$ cat config.mk
export PLATFORM = sky130hd
export DESIGN_NAME = hist_uart_dumper
export DESIGN_NICKNAME = d
export VERILOG_FILES = /design/src/rtl/hist_dump_pkg.sv /design/src/rtl/uart_tx_byte.sv /design/src/rtl/hist_uart_dumper.sv
export SDC_FILE = /design/constraint.sdc
export NUM_CORES = 1
export LEC_CHECK = 0
export CORE_MARGIN = 3
export CORE_UTILIZATION = 25
export DETAILED_ROUTE_END_ITERATION = 6
export GPL_TIMING_DRIVEN = 0
export HOLD_SLACK_MARGIN = 0.1
export PLACE_DENSITY_LB_ADDON = 0.12
export SETUP_SLACK_MARGIN = 0.3
export SKIP_LAST_GASP = 1
export SLEW_MARGIN = 20
export SYNTH_ARGS = -nofsm -noshare
export SYNTH_HDL_FRONTEND = slang
export SYNTH_SLANG_ARGS = --single-unit
$ cat constraint.sdc
create_clock -name clk -period 3 [get_ports clk]
set_input_delay 0.6 -clock clk [delete_from_list [all_inputs] [get_ports clk]]
set_output_delay 0.6 -clock clk [all_outputs]
set_load 0.005 [all_outputs]
$ cat src/rtl/hist_dump_pkg.sv
`default_nettype none
// ============================================================================
// Module      : hist_dump_pkg
// Description : Shared states, frame header bytes and sizing helper for the
//               histogram UART dumper.
// Revision    : 1.0 - initial release
// ============================================================================
package hist_dump_pkg;

    typedef enum logic [2:0] {
        ST_IDLE    = 3'd0,
        ST_HDR0    = 3'd1,
        ST_HDR1    = 3'd2,
        ST_FETCH   = 3'd3,
        ST_WAIT_RD = 3'd4,
        ST_SEND    = 3'd5,
        ST_CKSUM   = 3'd6,
        ST_DONE    = 3'd7
    } state_t;

    localparam logic [7:0] HDR0 = 8'hA5;
    localparam logic [7:0] HDR1 = 8'h5A;

    // Bytes needed to carry one counter of the given width.
    function automatic int nbytes(input int cnt_w);
        return (cnt_w + 7) / 8;
    endfunction

endpackage
`default_nettype wire

$ cat src/rtl/uart_tx_byte.sv
`default_nettype none
// ============================================================================
// Module      : uart_tx_byte
// Description : 8N1 UART transmitter for one byte at a time, ready again in
//               the last stop-bit cycle so bytes can be chained seamlessly.
// Revision    : 1.0 - initial release
// ============================================================================
module uart_tx_byte #(
    parameter int CLKS_PER_BIT = 868
) (
    input  logic       clk,
    input  logic       reset,
    input  logic [7:0] tx_data,
    input  logic       tx_valid,
    output logic       tx_ready,
    output logic       uart_tx
);

    localparam int BAUD_W = (CLKS_PER_BIT > 1) ? $clog2(CLKS_PER_BIT) : 1;

    logic              r_active;
    logic [9:0]        r_shift;
    logic [BAUD_W-1:0] r_baud;
    logic [3:0]        r_bit;
    logic              w_bit_end;

    assign w_bit_end = (r_baud == BAUD_W'(CLKS_PER_BIT - 1));
    assign tx_ready  = !r_active || (w_bit_end && (r_bit == 4'd9));
    assign uart_tx   = r_shift[0];

    // Idle shift register holds all ones so the line rests high.
    always_ff @(posedge clk or posedge reset) begin
        if (reset) begin
            r_active <= 1'b0;
            r_shift  <= '1;
            r_baud   <= '0;
            r_bit    <= '0;
        end else if (tx_valid && tx_ready) begin
            r_active <= 1'b1;
            r_shift  <= {1'b1, tx_data, 1'b0};
            r_baud   <= '0;
            r_bit    <= '0;
        end else if (r_active) begin
            if (w_bit_end) begin
                r_baud <= '0;
                if (r_bit == 4'd9) begin
                    r_active <= 1'b0;
                    r_shift  <= '1;
                end else begin
                    r_bit   <= r_bit + 4'd1;
                    r_shift <= {1'b1, r_shift[9:1]};
                end
            end else begin
                r_baud <= r_baud + BAUD_W'(1);
            end
        end
    end

endmodule
`default_nettype wire

$ cat src/rtl/hist_uart_dumper.sv
`default_nettype none
// ============================================================================
// Module      : hist_uart_dumper
// Description : Walks a frozen histogram through its read port and streams
//               header, big-endian bin counts and an XOR checksum over UART.
// Revision    : 1.0 - initial release
// ============================================================================
module hist_uart_dumper #(
    parameter int NUM_OUT      = 3,
    parameter int CNT_W        = 16,
    parameter int CLKS_PER_BIT = 868
) (
    input  logic               clk,
    input  logic               reset,
    input  logic               start,
    output logic [NUM_OUT-1:0] rd_addr,
    input  logic [CNT_W-1:0]   rd_data,
    output logic               uart_tx,
    output logic               busy,
    output logic               done
);

    import hist_dump_pkg::*;

    localparam int NB     = nbytes(CNT_W);
    localparam int WORD_W = NB * 8;
    localparam int IDX_W  = (NB > 1) ? $clog2(NB) : 1;
    localparam int BIN_W  = NUM_OUT + 1;

    state_t              r_state;
    state_t              w_state_next;
    logic                r_start_q;
    logic [BIN_W-1:0]    r_bin;
    logic [BIN_W-1:0]    w_bin_next;
    logic [IDX_W-1:0]    r_byte_idx;
    logic [IDX_W-1:0]    w_idx_next;
    logic [WORD_W-1:0]   r_word;
    logic [7:0]          r_cksum;
    logic [7:0]          w_cksum_next;
    logic                r_tail;
    logic                w_tail_next;
    logic                w_load_addr;
    logic                w_latch;
    logic                w_shift_word;
    logic                w_tx_valid;
    logic [7:0]          w_tx_data;
    logic                w_tx_ready;
    logic                w_edge;
    logic [7:0]          w_cur_byte;

    assign w_edge     = start & ~r_start_q;
    assign w_cur_byte = r_word[WORD_W-1 -: 8];
    assign busy       = (r_state != ST_IDLE) && (r_state != ST_DONE);
    assign done       = (r_state == ST_DONE);

    always_ff @(posedge clk or posedge reset) begin
        if (reset) begin
            r_state <= ST_IDLE;
        end else begin
            r_state <= w_state_next;
        end
    end

    // Each byte-carrying state hands the next byte over on tx_ready, which the
    // transmitter raises in the final stop-bit cycle of the byte in flight.
    always_comb begin
        w_state_next = r_state;
        w_bin_next   = r_bin;
        w_idx_next   = r_byte_idx;
        w_cksum_next = r_cksum;
        w_tail_next  = r_tail;
        w_load_addr  = 1'b0;
        w_latch      = 1'b0;
        w_shift_word = 1'b0;
        w_tx_valid   = 1'b0;
        w_tx_data    = 8'h00;
        case (r_state)
            ST_IDLE: begin
                if (w_edge) begin
                    w_tx_valid   = 1'b1;
                    w_tx_data    = HDR0;
                    w_bin_next   = '0;
                    w_cksum_next = 8'h00;
                    w_tail_next  = 1'b0;
                    w_state_next = ST_HDR0;
                end
            end
            ST_HDR0: begin
                if (w_tx_ready) begin
                    w_tx_valid   = 1'b1;
                    w_tx_data    = HDR1;
                    w_state_next = ST_HDR1;
                end
            end
            ST_HDR1: begin
                w_load_addr  = 1'b1;
                w_state_next = ST_FETCH;
            end
            ST_FETCH: begin
                w_state_next = ST_WAIT_RD;
            end
            ST_WAIT_RD: begin
                w_latch      = 1'b1;
                w_idx_next   = '0;
                w_state_next = ST_SEND;
            end
            ST_SEND: begin
                if (w_tx_ready) begin
                    w_tx_valid   = 1'b1;
                    w_tx_data    = w_cur_byte;
                    w_cksum_next = r_cksum ^ w_cur_byte;
                    w_shift_word = 1'b1;
                    if (r_byte_idx == IDX_W'(NB - 1)) begin
                        // The extra counter bit flags completion of the last bin.
                        w_bin_next = r_bin + BIN_W'(1);
                        if (w_bin_next[NUM_OUT]) begin
                            w_state_next = ST_CKSUM;
                        end else begin
                            w_load_addr  = 1'b1;
                            w_state_next = ST_FETCH;
                        end
                    end else begin
                        w_idx_next = r_byte_idx + IDX_W'(1);
                    end
                end
            end
            ST_CKSUM: begin
                if (w_tx_ready) begin
                    if (!r_tail) begin
                        w_tx_valid  = 1'b1;
                        w_tx_data   = r_cksum;
                        w_tail_next = 1'b1;
                    end else begin
                        w_state_next = ST_DONE;
                    end
                end
            end
            ST_DONE: begin
                if (!start) begin
                    w_state_next = ST_IDLE;
                end
            end
            default: begin
                w_state_next = ST_IDLE;
            end
        endcase
    end

    always_ff @(posedge clk or posedge reset) begin
        if (reset) begin
            r_start_q  <= 1'b0;
            r_bin      <= '0;
            r_byte_idx <= '0;
            r_word     <= '0;
            r_cksum    <= 8'h00;
            r_tail     <= 1'b0;
            rd_addr    <= '0;
        end else begin
            r_start_q  <= start;
            r_bin      <= w_bin_next;
            r_byte_idx <= w_idx_next;
            r_cksum    <= w_cksum_next;
            r_tail     <= w_tail_next;
            if (w_latch) begin
                r_word <= WORD_W'(rd_data);
            end else if (w_shift_word) begin
                r_word <= r_word << 8;
            end
            if (w_load_addr) begin
                rd_addr <= w_bin_next[NUM_OUT-1:0];
            end
        end
    end

    uart_tx_byte #(
        .CLKS_PER_BIT (CLKS_PER_BIT)
    ) u_tx (
        .clk      (clk),
        .reset    (reset),
        .tx_data  (w_tx_data),
        .tx_valid (w_tx_valid),
        .tx_ready (w_tx_ready),
        .uart_tx  (uart_tx)
    );

endmodule
`default_nettype wire

==> metrics.txt <==
r2r setup slk just under 0.6 ns; die width 117 um; die height approximately 120 um; post-synthesis sequential area ratio between 40% and 50%; gr ovfl total 0; Yosys reg bits 61; Post-synth EDFFs 0; min-delay worst type register to register; Cells after Synth between 300 and 400; Syn Area/Cell between 10 and 15 um2; Synth area leaders dfrtp_1 42%, dfstp_2 7.6%, nand2_1 4.7%, mux2i_1 3.9%, xor2_1 3.4%; vias in the first global route between 2000 and 2500; Final Slew Violations 0; endpoints failing hold 0; commonest cells in the netlist 52 x dfrtp_1, 39 x nand2_1, 25 x nor2_1, 20 x nand3_1, 20 x o21ai_0; buffer depth of the longest clock path 2; count leader, synth dfrtp_1; placed instance area 3580 um2; global-route wire length before repair roughly 12000 um; Synth cell types 51; placer congestion estimate ~0.73; worst-margin pin slew 0.559 ns; antenna cells 0; setup repair after global routing missed its margin no; Slew HR 62.4%; Static Leak 1.50 nW; Synth area leader dfrtp_1; htree depth 3; Post-synth top flop dfrtp_1; Tcrit/Tclk final 84.0%; crit path DAT 1.92 ns; CP Max Fanout 6; max cap viols 0; pwr dens 532 nW/um2; Area Growth Syn to Fin 26.8%; TritonCTS buffer count 9; post_cts resized 0; clock-pin slew on the worst setup and hold paths roughly 0.050 ns; fmax slightly below 400 MHz; Clock Latency Late Sink between 0.3 and 0.4 ns; Async S/R FF share, synth 100%; critical path type register to primary output; final worst slack 0.479 ns; final setup fails 0; Worst Path Required about 2.4 ns; Root Driver clkbuf_16; Worst VDD drop 0.000233 V; I/O pins 25; share of layout cells above drive strength 1 12.9%; initial core utilization around 26%; post-detail-place hpwl about 5100 um; status completed; Sinks on Clock Net just over 60; Cell Area, Synth between 3000 and 4000 um2; Rows 40; global-route usage over all layers 11.9%; Post-DRT Antenna Nets 0; Port Buf Inserts 24; largest net degree at the start of global routing 52; Final Cell Area between 3000 and 4000 um2; Routed wire per std cell around 14 um; vias around 2300; Fill cells 1260; Tot Pwr around 2.1 mW; Yosys top cell area share roughly 42%; syn_nets between 300 and 400; final worst path period need about 2.5 ns; CTS Hold Bufs 0; DR iter-0 viols about 140; CTS tree done; Layout Nets 370; via/cell ratio 4.51; die area 13800 um2; critical path endpoint category primary output; Setup Fix Bufs, Post-CTS 0; skew final between 0.005 and 0.006 ns; pre-CTS WS between 0.2 and 0.3 ns; drt first pass iters 4; core footprint around 12000 um2; Ys Warns 0; residual DRC count 0; final WL between 7000 and 8000 um; antenna violations before repair 0; Critical Path Start Type register
-- logic make-up (layout without fill, tap and decap cells) --
kind of cell / after synthesis / in the layout / share of synthesized area (%)
xor gates and xnor gates: 14 / 14 / 3.96
muxes: 15 / 15 / 4.97
buffers and inverters: 26 / 67 / 4.00
DFF: 61 / 61 / 49.7
and+or+nand+nor: 123 / 123 / 20.4
AOI/OAI and AO/OA: 60 / 60 / 13.7
adders and majority gates: 8 / 8 / 3.23
-- registers in the layout (all words and copies together) (netlist names) --
| signal | count |
|---|---|
| r_state | 3 |
| rd_addr | 3 |
| r_tail | 1 |
| u_tx.r_baud | 10 |
| r_cksum | 8 |
| r_bin | 4 |
| u_tx.r_active | 1 |
| r_word | 16 |
| u_tx.r_bit | 4 |
| r_byte_idx | 1 |
| u_tx.r_shift | 9 |
| r_start_q | 1 |
-- final timing paths --
| kind | from | end | cells past startpoint |
|---|---|---|---|
| max | r_state[0] | busy | 5 |
| min | r_tail | r_tail | 1 |
| max reg2reg | r_state[0] | u_tx.r_shift[2] | 9 |
| min reg2reg | r_tail | r_tail | 1 |
| max in group asynchronous | reset | u_tx.r_shift[4] | 3 |
| min in group asynchronous | reset | r_bin[0] | 2 |
-- through the flow --
| step | hold WS, ns | setup TNS (ns) | cells | utilization, % |
|---|---|---|---|---|
| floorplan | 0.458 | 0 | 307 | - |
| global route | 0.505 | 0 | 516 | 32.5 |
| finish | 0.486 | 0 | 516 | 32.5 |
| CTS | 0.491 | 0 | 516 | 32.5 |
| global placement | 0.466 | -23.15 | 499 | 29.4 |
| detailed placement | 0.478 | 0 | 500 | 29.6 |
-- area by class of cell --
class	instances	area (um2)	share of cell area (%)
Multi-Input combinational cell	220	1430	36.5
Tap cell	168	210	5.36
Inverter	8	32.5	0.829
Timing Repair Buffer	25	268	6.82
Clock buffer	10	239	6.09
Clock inverter	6	110	2.81
Sequential cell	61	1540	39.2
Buffer	18	93.8	2.39
-- metal layers --
layer | part of all wire (%) | routed length, um | GRT usage [%]
met1 | 51 | 3660 | 15.5
met2 | 44 | 3190 | 18.1
met3 | 3.3 | 237 | 4.01
met4 | 2.1 | 151 | 5.05
met5 | 0 | 0 | 0
-- power by group --
| group | internal [mW] | switching [mW] |
|---|---|---|
| sequential | 0.825 | 0.000420 |
| combinational | 0.0250 | 0.0215 |
| clock | 0.832 | 0.386 |
| total | 1.68 | 0.408 |
-- placed cells by master (no fill, tap or decap), drive strengths merged, types with 5 or more instances in the layout --
| cell type | Yosys | layout |
|---|---|---|
| clkdlybuf4s50 | 0 | 24 |
| a21oi | 9 | 9 |
| dfstp | 9 | 9 |
| buf | 7 | 8 |
| and2 | 5 | 5 |
| inv | 8 | 8 |
| clkbuf | 11 | 21 |
| nand3 | 20 | 20 |
| xor2 | 12 | 12 |
| ha | 8 | 8 |
| nor2 | 25 | 25 |
| mux2i | 12 | 12 |
| nand2b | 8 | 8 |
| o21ai | 20 | 20 |
| dfrtp | 52 | 52 |
| nand2 | 40 | 40 |
-- worst max-delay path, cell delays in order (launching register included) --
cell and delay, ns:
dfrtp_1 0.37, inv_1 0.09, ha_1 0.29, nor2b_1 0.18
nor2_1 0.13, clkdlybuf4s50_1 0.51
Power figures use the tool's default switching activity.
